==> src/rtl/plru_tree_array_pkg.sv <==
// Shared cache-replacement types: default PLRU geometry, the legacy 4-way
// encodings and the heap-ordered tree-node index helpers.
package rv32im_types;

  localparam int PLRU_NUM_WAYS = 4;
  localparam int PLRU_NUM_SETS = 16;

  typedef enum logic [1:0] {
    WAY0 = 2'd0,
    WAY1 = 2'd1,
    WAY2 = 2'd2,
    WAY3 = 2'd3
  } way4_e;

  // Legacy 4-way tree {node2, node1, node0}; all-zero selects WAY3.
  localparam logic [2:0] PLRU4_TREE_RESET  = 3'b000;
  localparam way4_e      PLRU4_RESET_VICTIM = WAY3;

  // Heap order: children of node n are 2n+1 (lower half) and 2n+2 (upper half).
  function automatic int node_child(input int node, input logic upper);
    return 2 * node + 1 + int'(upper);
  endfunction

  function automatic int node_parent(input int node);
    return (node - 1) / 2;
  endfunction

  function automatic int tree_nodes(input int nways);
    return nways - 1;
  endfunction

endpackage

==> src/rtl/plru_tree_array_logic.sv <==
// Combinational PLRU tree functions: next tree after an access, and the
// victim selected by walking a tree from the root.
module plru_tree_logic
  import rv32im_types::*;
#(
  parameter  int NUM_WAYS = PLRU_NUM_WAYS,
  localparam int WAY_W    = $clog2(NUM_WAYS),
  localparam int NODES    = NUM_WAYS - 1
) (
  input  logic [NODES-1:0] upd_tree,
  input  logic [WAY_W-1:0] upd_way,
  output logic [NODES-1:0] upd_next,
  input  logic [NODES-1:0] vic_tree,
  output logic [WAY_W-1:0] vic_way
);

  // Trees are padded to NUM_WAYS bits so a WAY_W-bit node index always fits.
  logic [NUM_WAYS-1:0] upd_ext;
  logic [WAY_W-1:0]    upd_idx;
  logic [WAY_W-1:0]    upd_rem;
  logic                upd_bit;

  logic [NUM_WAYS-1:0] vic_ext;
  logic [WAY_W-1:0]    vic_idx;
  logic [WAY_W-1:0]    vic_acc;
  logic                vic_go;

  // Each on-path node points away from the accessed way; way bits are
  // consumed MSB first, one per tree level.
  always_comb begin
    upd_ext = {1'b0, upd_tree};
    upd_idx = '0;
    upd_rem = upd_way;
    upd_bit = 1'b0;
    for (int lvl = 0; lvl < WAY_W; lvl++) begin
      upd_bit          = upd_rem[WAY_W-1];
      upd_ext[upd_idx] = upd_bit;
      upd_rem          = upd_rem << 1;
      upd_idx          = WAY_W'(node_child(int'(upd_idx), upd_bit));
    end
    upd_next = upd_ext[NODES-1:0];
  end

  // Node bit 0 sends the walk to the upper half, so the step direction is ~bit.
  always_comb begin
    vic_ext = {1'b0, vic_tree};
    vic_idx = '0;
    vic_acc = '0;
    vic_go  = 1'b0;
    for (int lvl = 0; lvl < WAY_W; lvl++) begin
      vic_go  = ~vic_ext[vic_idx];
      vic_acc = (vic_acc << 1) | WAY_W'(vic_go);
      vic_idx = WAY_W'(node_child(int'(vic_idx), vic_go));
    end
    vic_way = vic_acc;
  end

endmodule

==> src/rtl/plru_tree_array.sv <==
// Per-set tree-PLRU state in flops, with same-cycle update bypass,
// invalid-way priority and a registered victim output.
module plru_tree_array
  import rv32im_types::*;
#(
  parameter  int NUM_WAYS = PLRU_NUM_WAYS,
  parameter  int NUM_SETS = PLRU_NUM_SETS,
  localparam int WAY_W    = $clog2(NUM_WAYS),
  localparam int SET_W    = (NUM_SETS > 1) ? $clog2(NUM_SETS) : 1
) (
  input  logic                clk,
  input  logic                rst,
  input  logic                lookup_valid,
  input  logic [SET_W-1:0]    lookup_set,
  input  logic [NUM_WAYS-1:0] valid_mask,
  input  logic                update_valid,
  input  logic [SET_W-1:0]    update_set,
  input  logic [WAY_W-1:0]    update_way,
  output logic                victim_valid,
  output logic [WAY_W-1:0]    victim_way
);

  localparam int NODES = NUM_WAYS - 1;
  // With a single set the 1-bit index still addresses two entries.
  localparam int DEPTH = 1 << SET_W;

  logic [NODES-1:0] trees [DEPTH];

  logic [NODES-1:0] upd_cur;
  logic [NODES-1:0] upd_next;
  logic [NODES-1:0] look_tree;
  logic [WAY_W-1:0] tree_way;
  logic             same_set;

  logic [NUM_WAYS-1:0] inv_scan;
  logic [WAY_W-1:0]    inv_way;
  logic                inv_found;
  logic [WAY_W-1:0]    sel_way;

  assign upd_cur   = trees[update_set];
  assign same_set  = update_valid && (update_set == lookup_set);
  // Bypass: a lookup to the set being written sees the post-update tree.
  assign look_tree = same_set ? upd_next : trees[lookup_set];

  plru_tree_logic #(
    .NUM_WAYS (NUM_WAYS)
  ) u_logic (
    .upd_tree (upd_cur),
    .upd_way  (update_way),
    .upd_next (upd_next),
    .vic_tree (look_tree),
    .vic_way  (tree_way)
  );

  // Lowest-index invalid way; ignored when every way is valid.
  always_comb begin
    inv_scan  = valid_mask;
    inv_way   = '0;
    inv_found = 1'b0;
    for (int i = 0; i < NUM_WAYS; i++) begin
      if (!inv_found) begin
        if (!inv_scan[0]) begin
          inv_found = 1'b1;
        end else begin
          inv_way = inv_way + WAY_W'(1);
        end
      end
      inv_scan = inv_scan >> 1;
    end
    sel_way = inv_found ? inv_way : tree_way;
  end

  always_ff @(posedge clk) begin
    if (rst) begin
      for (int d = 0; d < DEPTH; d++) begin
        trees[d] <= '0;
      end
      victim_valid <= 1'b0;
      victim_way   <= '0;
    end else begin
      if (update_valid) begin
        trees[update_set] <= upd_next;
      end
      victim_valid <= lookup_valid;
      if (lookup_valid) begin
        victim_way <= sel_way;
      end
    end
  end

endmodule
==> config.mk <==
export PLATFORM = sky130hd
export DESIGN_NAME = plru_tree_array
export DESIGN_NICKNAME = d
export VERILOG_FILES = /design/src/rtl/plru_tree_array_pkg.sv /design/src/rtl/plru_tree_array_logic.sv /design/src/rtl/plru_tree_array.sv
export SDC_FILE = /design/constraint.sdc
export NUM_CORES = 1
export LEC_CHECK = 0
export ABC_AREA = 1
export ABC_CLOCK_PERIOD_IN_PS = 3500
export CAP_MARGIN = 20
export CORE_ASPECT_RATIO = 0.8
export CORE_UTILIZATION = 45
export CTS_CLUSTER_DIAMETER = 200
export DETAILED_ROUTE_END_ITERATION = 8
export SLEW_MARGIN = 25
export SYNTH_ARGS = -nofsm -noshare
export SYNTH_HDL_FRONTEND = slang
export SYNTH_HIERARCHICAL = 1
export SYNTH_SLANG_ARGS = --single-unit
==> constraint.sdc <==
create_clock -name clk -period 3.5 [get_ports clk]
set_clock_uncertainty 0.05 [all_clocks]
set_input_delay 0.7 -clock clk [delete_from_list [all_inputs] [get_ports clk]]
set_output_delay 0.7 -clock clk [all_outputs]
set_load 0.02 [all_outputs]
; ---- Word level (Yosys, flattened, before mapping)
; Memory sizes are Yosys's and may differ from the RTL's.
; Cells that the tools add are included.
[totals]
in_bits = 18
out_inout_bits = 3
register_bits = 3
ramBits = 48
wordCells = 47
memories = 1
[classes]
bitwise_logic = 3
n_addsub = 5
magnitude_cmp = 3
n_eq_ne = 1
n_reduce_logical = 3
n_mux = 29
[mem_list]
columns = memory, depth, width, read_ports, rd_ports_with_merged_regs, write_ports, line
row1 = trees, 16, 3, 2, 0, 16, plru_tree_array.sv:27  ; logic [NODES-1:0] trees [DEPTH];
[op_table]
columns = operator, count
row1 = $mux W1, 16
row2 = $mux W2, 7
row3 = $lt A2 B3 Y1 const B, 2
row4 = $mux W3, 2
row5 = $add A1 B1 Y2 const A, 2
row6 = $add A2 B1 Y2 const B, 2
row7 = $bwmux W4, 1
row8 = $eq A4 B4 Y1, 1
row9 = $mux W4, 1
row10 = $reduce_or A3 Y1, 1
row11 = $add A1 B1 Y2 const B, 1
row12 = $bmux W1 S2, 1
row13 = $demux W1 S2, 1
row14 = $ge A2 B1 Y1 const B, 1
row15 = $logic_and A1 B1 Y1, 2
row16 = $not A1 Y1, 2
row17 = $or A2 B1 Y2, 1

; ---- Logic depth before layout (Yosys ltp)
; Gate-level depths: netlist of the first run.
[logic_depth]
ltp_word = 14
depth_mapped = 21
depth_no_buf = 19

; ---- Hierarchy
; Netlist of the first run, hierarchy kept.
[by_module_without_submodules]
columns = module, seq_area_each_um2, n_inst, area_per_inst_um2, cells_each
row1 = plru_tree_array, 1501.4, 1, 3000.4, 402
row2 = plru_tree_logic, 0.0, 1, 63.8, 15

; ---- Least setup slack after synthesis of the first run
; OpenSTA, ideal clock, no wires.
[synth_timing]
path_type = input port to flip-flop
from = in update_set[0]
to = reg victim_way[0]
setup_time_ns = 0.116
n_path_buf = 2
t_arrival_ns = 2.108
t_required_ns = 3.334
path_stages = 20
setup_slack_ns = 1.225
cell_sequence = nor2_1 -> buf_2 -> a22oi_1 -> nand2_1 -> nand2_1 -> nand2_1 -> inv_1 -> nand2_1 -> nand2_1 -> nand2_1 -> nand2_1 -> nand2_1 -> inv_1 -> nand2_1 -> nand2_1 -> buf_4 -> o21ai_0 -> nand2_1 -> nand3_1 -> a21oi_1
[synth_via]
word_cells_on_any_way = 12
cone_classes = add/sub (1) / eq/ne (1) / mux (5) / bitwise (3) / reduce/logical (1) / memory (1)
[synth_rtl]
columns = element, line
row1 = start: declaration, plru_tree_array.sv:17  ; input logic [SET_W-1:0] update_set,
row2 = $mem_v2 Z16 W3, --
row3 = via upd_cur[2], plru_tree_array.sv:29  ; logic [NODES-1:0] upd_cur;
row4 = $bwmux W4, plru_tree_array_logic.sv:37  ; upd_ext[upd_idx] = upd_bit;
row5 = via upd_next[2], plru_tree_array.sv:30  ; logic [NODES-1:0] upd_next;
row6 = $mux W3, plru_tree_array.sv:43  ; assign look_tree = same_set ? upd_next : trees[lookup_set];
row7 = via look_tree[2], plru_tree_array.sv:31  ; logic [NODES-1:0] look_tree;
row8 = $bmux W1 S2, plru_tree_array_logic.sv:51  ; vic_go = ~vic_ext[vic_idx];
row9 = $mux W1 (implied by the code), plru_tree_array_logic.sv:51
row10 = $not A1 Y1, plru_tree_array_logic.sv:51
row11 = via u_logic.vic_go, plru_tree_array_logic.sv:26  ; logic vic_go;
row12 = $or A2 B1 Y2, plru_tree_array_logic.sv:52  ; vic_acc = (vic_acc << 1) | WAY_W'(vic_go);
row13 = via tree_way[0], plru_tree_array.sv:32  ; logic [WAY_W-1:0] tree_way;
row14 = $mux W2, plru_tree_array.sv:70  ; sel_way = inv_found ? inv_way : tree_way;
row15 = end signal: assignment, plru_tree_array.sv:86  ; victim_way <= sel_way;
row16 = end: declaration, plru_tree_array.sv:20  ; output logic [WAY_W-1:0] victim_way
; The timed path passes the listed nets, and every way through them passes these cells. The select of a mux whose other input is x is not followed.
; A chain may end at the register's enable or synchronous reset.

; ---- Worst setup path in the final report of the first run
[layout_timing]
from = in update_set[1]
to = reg victim_way[0]
[layout_via]
word_cells_on_any_way = 12
cone_classes = add/sub (1) / eq/ne (1) / mux (5) / bitwise (3) / reduce/logical (1) / memory (1)
[layout_rtl]
columns = element, line
row1 = $mem_v2 Z16 W3, --
row2 = via upd_cur[2], plru_tree_array.sv:29
row3 = $bwmux W4, plru_tree_array_logic.sv:37
row4 = via upd_next[2], plru_tree_array.sv:30
row5 = $mux W3, plru_tree_array.sv:43
row6 = via look_tree[2], plru_tree_array.sv:31
row7 = $bmux W1 S2, plru_tree_array_logic.sv:51
row8 = $mux W1 (implied by the code), plru_tree_array_logic.sv:51
row9 = $not A1 Y1, plru_tree_array_logic.sv:51
row10 = $or A2 B1 Y2, plru_tree_array_logic.sv:52
row11 = via tree_way[0], plru_tree_array.sv:32
row12 = $mux W2, plru_tree_array.sv:70
; The timed path passes the listed nets, and every way through them passes these cells. The select of a mux whose other input is x is not followed.

==> results of run 1 <==
==> worst min-delay path by stage <==
stage / to / slack [ps] / depth (start not counted)
detailed placement: victim_way[0] / 420 / 2
global route: victim_way[0] / 450 / 2
floorplan: victim_way[0] / 480 / 2
global placement: victim_way[0] / 420 / 2
finish: victim_way[0] / 430 / 2
CTS: victim_way[0] / 440 / 2
==> placed cells by master (no fill, tap or decap), drive strengths merged <==
master,instances
o22ai,2
dfxtp,3
a22oi,16
clkdlybuf4s50,20
o21ai,2
nor2,60
inv,60
clkbuf,7
a21oi,3
edfxtp,48
nand3b,1
clkinv,2
or2,1
buf,10
nand3,37
nand2,141
nor3,3
o2111ai,1
==> worst max-delay path: stages <==
cell             delay [ps]
clkdlybuf4s50_1         620
inv_1                   120
nor2_1                  480
a22oi_1                 160
nand2_1                  90
nand2_1                  50
nand2_1                  70
inv_1                    50
nand2_1                  70
nand2_1                  50
nand2_1                  70
nand2_1                  50
nand2_1                  60
inv_1                    40
nand2_1                  50
nand2_1                  40
o21ai_0                 150
nand2_1                  60
nand3_1                  80
a21oi_1                  70
==> power breakdown <==
part	total, uW	internal (uW)	switching, uW
Sequential	706	693	13.1
Combinational	195	67.5	128
Clock	333	141	192
Total	1230	901	333
==> layer usage <==
metal / part of all wire [%] / global-route usage (%) / routed length [um] / vias to the layer above
li1: - / - / - / 1293
met3: 5.8 / 3.374 / 434 / 17
met4: 1.9 / 7.813 / 140 / 0
met1: 48 / 32.68 / 3601 / 1178
met5: 0 / 0 / 0 / -
met2: 44 / 38.02 / 3287 / 79
==> sequential cells by signal, indices dropped and copies added, names as in the netlist <==
name / count
victim_way: 2
victim_valid: 1
trees: 48
==> area by class of cell <==
type	count	area share [%]
timing repair buffer	30	8.274
clock buffer	7	2.294
clock inverter	1	0.1504
multi-input combinational	267	34.11
inverter	61	6.882
sequential	51	45.13
tap	84	3.159
==> per-stage QoR <==
stage	setup slack, ps	cells	power, uW
2_1_floorplan	1249	396	840.7
3_3_place_gp	216.9	493	912.2
3_5_place_dp	235.6	493	912.7
4_1_cts	554.6	501	1235
5_1_grt	168.5	501	1283
6_report	501.2	501	1234
==> reports/results.ini, run 1 <==
[sta]
period_share_pct = 85.68
hold_ws_ps = 430.6
final_max_slew_viol_count = 0
fin_crit_ps = 2999
finalHoldViolations = 0
fmax_mhz = 333.5
rsz0062_at_grt = no
slew-limit-headroom_pct = 51.40
finalSetupViolations = 0
worstMarginPinSlew_ps = 723.4
tns_ps = 0

[placed_design]
gp_congestion = 0.8673
hpwl_um = 5414
io_buffers = 20
dpl-instance-area_mm2 = 0.003246

[setup_path]
cp-start-kind = input port
path_class = input port to flop
cp.arrival_ps = 3150
critPathRequiredTime_ps = 3650
timing.critical_path.from = update_set[1]
reg2reg_to = trees[3][2]
crit_fanout = 8
crit_end = victim_way[0]
ff2ff_path_depth = 10
crit_path_end_kind = flop
crit-reg2reg-launch = trees[8][2]
rrSetupSlack_ps = 1460

[power_and_ir_drop]
leakage_uw = 0.001554
power_density_mw_per_mm2 = 370.9
vdd_drop_max_v = 0.0002151

[finish]
drive_gt1_share_pct = 4.077
nets = 434
seqCellArea_mm2 = 0.001501
fin_util_pct = 52.18
antennaDiodeCount = 0
fill_cells = 660
syn2layout_area_growth_pct = 12.57
multi_input_area_mm2 = 0.001135
final_area_mm2 = 0.003327

[clock_network]
htreeDepth = 2
cts_tree = yes
post_cts_resized = 0
path_clk_slew_ps = 90
clkLatencyLatePin_ps = 300
clk_path_buf_depth = 2
clock_sinks = 51
hold_buffers = 0
cts_setup_buffers = 0
numCtsBuffers = 5
cts_root_buffer = clkbuf_8

[synth]
syn_avg_cell_area_um2 = 7.463
yosysWarnings = 6
syn_inst = 396
synth_fp_nets = 414
netlist_area_mm2 = 0.002955

[flow_run]
drv_cap = 0

[floorplanning]
io_pins = 21
core_area_mm2 = 0.006376
rows = 26
die_height_um = 74.49
initial_core_util_pct = 46.35
fp.dieArea_mm2 = 0.006898
die_x_um = 92.61

[global_route]
grt_max_degree = 26
antenna_found_initial = 0
grt_pass1_wl_um = 12000
grt_pass1_vias = 2365
grt-ovfl-total = 0
grt_usage_pct = 23.43

[status]
status = complete, no violations

[route]
wl_per_cell_um = 14.90
routed_wl_um = 7464
via_count = 2567
ant_nets = 0
initialDrtViolationCount = 208
vias_per_cell = 5.124
dr.pass1.iters = 5
drc_errors = 0

[min_path]
min-delay-path-class = flop to flop
worstHoldStart = victim_way[0]

(Power assumes the default switching activity.)
==> run 2, diff against run 1 <==
--- a/config.mk
+++ b/config.mk
@@ -6,7 +6,7 @@
 export NUM_CORES = 1
 export LEC_CHECK = 0
 export ABC_AREA = 1
-export ABC_CLOCK_PERIOD_IN_PS = 3500
+export ABC_CLOCK_PERIOD_IN_PS = 3300
 export CAP_MARGIN = 20
 export CORE_ASPECT_RATIO = 0.8
 export CORE_UTILIZATION = 45
==> constraint.sdc (replaced) <==
create_clock -name clk -period 3.3 [get_ports clk]
set_clock_uncertainty 0.05 [all_clocks]
set_input_delay 0.66 -clock clk [delete_from_list [all_inputs] [get_ports clk]]
set_output_delay 0.66 -clock clk [all_outputs]
set_load 0.02 [all_outputs]
==> run 2 against run 1 <==
Against the previous run:
- die area stayed put
- via count is 3.0% higher
- global-route usage fell by 0.34 points
- sequential share of layout area shrank 1.4 points
- first-iteration DRC count is 3.4% higher
- clock power up 35%
- setup slack better by 200 ps
- wire length is 0.35% higher
- non-clock buffer count increased by 9
- critical path depth up 1
- worst hold slack worse by 1.1 ps
- largest power group unchanged
- highest routed layer unchanged
==> reports/results.ini, run 2 (synthesis results as in run 1) <==
[global_route]
grt_usage_pct = 23.09
grt_max_degree = 26
grt-ovfl-total = 0
antenna_found_initial = 0
grt_pass1_vias = 2402
grt_pass1_wl_um = 11850

[route]
routed_wl_um = 7490
dr.pass1.iters = 5
ant_nets = 0
vias_per_cell = 5.182
initialDrtViolationCount = 215
wl_per_cell_um = 14.69
via_count = 2643
drc_errors = 0

[sta]
final_max_slew_viol_count = 0
slew-limit-headroom_pct = 56.24
finalSetupViolations = 0
worstMarginPinSlew_ps = 655.7
fin_crit_ps = 2596
fmax_mhz = 385.2
finalHoldViolations = 0
tns_ps = 0
period_share_pct = 78.68
rsz0062_at_grt = no
fin_ws_ps = 703.7

[clock_network]
path_clk_slew_ps = 90
numCtsBuffers = 5
clock_sinks = 51
clk_path_buf_depth = 2
clkLatencyLatePin_ps = 300
hold_buffers = 0
cts_root_buffer = clkbuf_8
htreeDepth = 2
cts_setup_buffers = 0
post_cts_resized = 0
cts_tree = yes

[min_path]
worstHoldStart = victim_way[1]
min-delay-path-class = flop to flop
hold_end = victim_way[1]
holdPathStages = 2

[finish]
antennaDiodeCount = 0
final_common_cell = nand2_1
final_cell_mix = nand2_1 (141), inv_1 (60), nor2_1 (60), edfxtp_1 (48), nand3_1 (37)
nets = 443
fin_util_pct = 53.81
multi_input_area_mm2 = 0.001135
reg_top3 = trees (48), victim_way (2), victim_valid (1)
stdcell_count = 510
largest-register = trees
seqCellArea_mm2 = 0.001501
fill_cells = 645
largest_reg_flops = 48
drive_gt1_share_pct = 6.573
syn2layout_area_growth_pct = 16.09

[power_and_ir_drop]
netSwitchingFraction_pct = 25.17
leakage_uw = 0.001618
p_seq_share_pct = 52.9
p_switching_uw = 356.5
power_frac_clock_pct = 31.8
power_density_mw_per_mm2 = 412.8
vdd_drop_max_v = 0.0002769
p_int_uw = 1060
combPwrFrac_pct = 15.3

[floorplanning]
rows = 26
die_x_um = 92.61
io_pins = 21
initial_core_util_pct = 46.35
core_area_mm2 = 0.006376
fp.dieArea_mm2 = 0.006898
die_height_um = 74.49

[status]
status = complete, no violations

[placed_design]
hpwl_um = 5376
gp_congestion = 0.9337
pre_cts_ws_ps = 412.7
dp.cells = 502
io_buffers = 20

[setup_path]
path_class = input port to flop
reg2reg_to = trees[14][2]
crit-reg2reg-launch = trees[12][2]
crit_path_end_kind = flop
rrSetupSlack_ps = 1560
ff2ff_path_depth = 11
cp.arrival_ps = 2740
cp-start-kind = input port
critPathRequiredTime_ps = 3450
crit_fanout = 8

[flow_run]
drv_cap = 0

-- run 2: cell count changes in the layout (fill, tap and decap cells not counted) --
cell / previous run / this run
clkbuf_8: 5 / 6
bufinv_16: 0 / 1
clkbuf_1: 2 / 0
buf_4: 10 / 19
-- run 2: layer usage --
metal  global-route usage, %  wire (um)
met1                   32.34       3454
met2                   36.71       3297
met3                   3.885        545
met4                   7.986        193
met5                       0          0
-- run 2: power by group through the flow --
stage	sequential, uW	clock, uW	combinational (uW)
after detailed placement	763	0	214
after global routing	752	474	241
after CTS	748	458	216
final	749	450	217
after floorplan	760	0	132
after global placement	764	0	215
-- run 2: how the worst max path moves through the flow --
| stage | startpoint | endpoint | slack (ps) | depth (start not counted) |
|---|---|---|---|---|
| after detailed placement | update_set[0] | victim_way[0] | 410 | 21 |
| after CTS | update_set[0] | victim_way[0] | 730 | 21 |
| after floorplan | lookup_set[0] | victim_way[0] | 1090 | 19 |
| after global routing | update_set[0] | victim_way[0] | 420 | 20 |
| final | update_set[0] | victim_way[0] | 700 | 21 |
| after global placement | update_set[0] | victim_way[0] | 400 | 21 |
-- run 2: worst max-delay path, cell delays in order --
cell	delay [ps]
clkdlybuf4s50_1	610
inv_1	110
nor2_1	100
buf_4	180
a22oi_1	100
nand2_1	80
nand2_1	50
nand2_1	70
inv_1	30
nand2_1	60
nand2_1	50
nand2_1	70
nand2_1	60
nand2_1	60
inv_1	30
nand2_1	50
nand2_1	40
o21ai_0	150
nand2_1	60
nand3_1	70
a21oi_1	60
-- run 2: final cells by class --
class                      instances  area share (%)
clock buffer                       6           2.407
sequential                        51           43.76
clock inverter                     2           1.021
tap                               84           3.063
inverter                          61           6.674
timing repair buffer              39           9.993
multi-input combinational        267           33.08
-- run 2: stage by stage --
step           hold slack (ps)  area, um^2  power [uW]
5_1_grt                  454.6        3431        1467
3_5_place_dp             418.3        3313       977.4
4_1_cts                  432.5        3431        1423
3_3_place_gp             408.4        3313       979.2
6_report                 429.5        3431        1416
2_1_floorplan            484.2        2955       891.7
==> run 3, diff against run 2 <==
--- a/config.mk
+++ b/config.mk
@@ -6,12 +6,13 @@
 export NUM_CORES = 1
 export LEC_CHECK = 0
 export ABC_AREA = 1
-export ABC_CLOCK_PERIOD_IN_PS = 3300
+export ABC_CLOCK_PERIOD_IN_PS = 2290
 export CAP_MARGIN = 20
 export CORE_ASPECT_RATIO = 0.8
 export CORE_UTILIZATION = 45
 export CTS_CLUSTER_DIAMETER = 200
 export DETAILED_ROUTE_END_ITERATION = 8
+export PLACE_DENSITY = 0.66
 export SLEW_MARGIN = 25
 export SYNTH_ARGS = -nofsm -noshare
 export SYNTH_HDL_FRONTEND = slang
==> constraint.sdc (replaced) <==
create_clock -name clk -period 2.29 [get_ports clk]
set_clock_uncertainty 0.05 [all_clocks]
set_input_delay 0.458 -clock clk [delete_from_list [all_inputs] [get_ports clk]]
set_output_delay 0.458 -clock clk [all_outputs]
set_load 0.02 [all_outputs]
==> run 3 against run 2 <==
Against the previous run:
- worst hold slack worse by 3.2 ps
- die area unchanged
- non-clock buffer count increased by 29
- via count increased by 5.9%
- clock power up 26%
- wire length is 6.5% higher
- cell area increased by 7.3%
- register-to-register slack got worse by 1000 ps
- first-iteration DRC count is 6.5% higher
==> reports/results.ini, run 3 (synthesis results as in run 1) <==
[setup_path]
max_stage_delay_ps = 430
cp-start-kind = input port
crit_chain = clkdlybuf4s50_1, inv_1, buf_4, nand3_1, nand3_1, nand3_1, nand2_1, nand2_1, nand2_1, inv_1, buf_4, o2111ai_1, a21oi_1
path_class = input port to flop
crit_path_end_kind = flop
ff2ff_path_depth = 17
path_depth = 13
critPathRequiredTime_ps = 2430
crit_buf_inv = 5
crit-reg2reg-launch = trees[0][1]
rrSetupSlack_ps = 540
crit_fanout = 10
crit_end = victim_way[1]
reg2reg_to = victim_way[0]
cp_top_family = buffers and inverters
timing.critical_path.from = lookup_set[1]
cp_slowest_cell = clkdlybuf4s50_1
cp.arrival_ps = 2250

[finish]
final_area_mm2 = 0.003681
largest-register = trees
final_common_cell = nand2_1
drive_gt1_share_pct = 14.29
stdcell_count = 539
fill_cells = 596
largest_reg_flops = 48
nets = 472
seqCellArea_mm2 = 0.001501
final_cell_mix = nand2_1 (140), inv_1 (59), nor2_1 (56), edfxtp_1 (48), buf_4 (46)
multi_input_area_mm2 = 0.001162
antennaDiodeCount = 0
reg_top3 = trees (48), victim_way (2), victim_valid (1)
syn2layout_area_growth_pct = 24.56

[power_and_ir_drop]
power_density_mw_per_mm2 = 544.5
finalPower_uw = 2004
leakage_uw = 0.001779
vdd_drop_max_v = 0.0002992

[sta]
slew-limit-headroom_pct = 80.50
finalHoldViolations = 0
hold_ws_ps = 426.3
worstMarginPinSlew_ps = 290.3
finalSetupViolations = 0
final_max_slew_viol_count = 0
fin_ws_ps = 183.2
period_share_pct = 92.00
fmax_mhz = 474.7
fin_crit_ps = 2107

[floorplanning]
rows = 26
initial_core_util_pct = 46.35
io_pins = 21
die_x_um = 92.61
core_area_mm2 = 0.006376
fp.dieArea_mm2 = 0.006898
die_height_um = 74.49

[global_route]
grt_usage_pct = 25.21
antenna_found_initial = 0
grt_pass1_wl_um = 12860
grt_max_degree = 23
grt_pass1_vias = 2533
grt-ovfl-total = 0

[placed_design]
io_buffers = 20
dpl-instance-area_mm2 = 0.003548
gp_congestion = 0.9333
hpwl_um = 5962
pre_cts_ws_ps = -522.1
dp.cells = 530

[clock_network]
hold_buffers = 0
htreeDepth = 2
numCtsBuffers = 5
path_clk_slew_ps = 80
cts_root_buffer = clkbuf_8
cts_tree = yes
clock_sinks = 51
clkLatencyLatePin_ps = 310
clk_path_buf_depth = 2

[route]
routed_wl_um = 7974
dr.pass1.iters = 5
ant_nets = 0
via_count = 2800
vias_per_cell = 5.195
drc_errors = 0
initialDrtViolationCount = 229
wl_per_cell_um = 14.79

[min_path]
min-delay-path-class = flop to flop
holdPathStages = 2
worstHoldStart = victim_way[1]

[flow_run]
drv_cap = 0

[status]
status = complete, no violations

run 3: cell types whose count changed in the layout (fill, tap and decap cells not counted), sizes merged:
cell | before | now
clkbuf | 6 | 10
dlymetal6s2s | 0 | 3
clkdlybuf4s50 | 20 | 15
buf | 19 | 48
bufinv | 1 | 0
clkinv | 2 | 1
run 3: worst min-delay path by stage:
| stage | to |
|---|---|
| finish | victim_way[1] |
| global route | victim_way[1] |
| CTS | victim_way[1] |
| detailed placement | victim_way[1] |
| global placement | victim_way[1] |
| floorplan | victim_way[0] |
run 3: area by class of cell:
class	count	area share, %
clock buffers	8	2.719
inverters	61	6.220
multi-input cells	267	31.58
flip-flops and latches	51	40.79
well taps	84	2.855
repair buffers	68	15.84
run 3: through the flow:
step           utilization, %  TNS [ps]
6_report                57.73         0
5_1_grt                 57.73    -1.863
4_1_cts                 57.22         0
3_5_place_dp            55.65     -9734
3_3_place_gp            55.65     -9372
2_1_floorplan               -         0
run 3: timing repair:
item | 4_1_cts | 5_1_grt
gates resized for setup | 4 | 15
setup buffers | 0 | 1
pin swaps | 0 | 1
setup endpoints to repair | 3 | 2
run 3: tightest hold or removal path: cells and delay by family, from the launching register on:
kind / cells / cell delay (ps)
compound gates: 1 / 50
simple gates: 1 / 60
flops: 1 / 320
run 3: report_power, final:
group          total [uW]  switching [uW]  internal, uW
sequential           1080            22.9          1060
clock                 566             290           276
combinational         356             211           145
run 3: per-layer routing:
metal / part of all wire, % / GRT usage (%) / vias to the layer above
met3: 9.1 / 5.112 / 12
met2: 44 / 37.37 / 126
met4: 1.4 / 6.771 / 0
met5: 0 / 0 / -
met1: 45 / 37.68 / 1299
li1: - / - / 1363
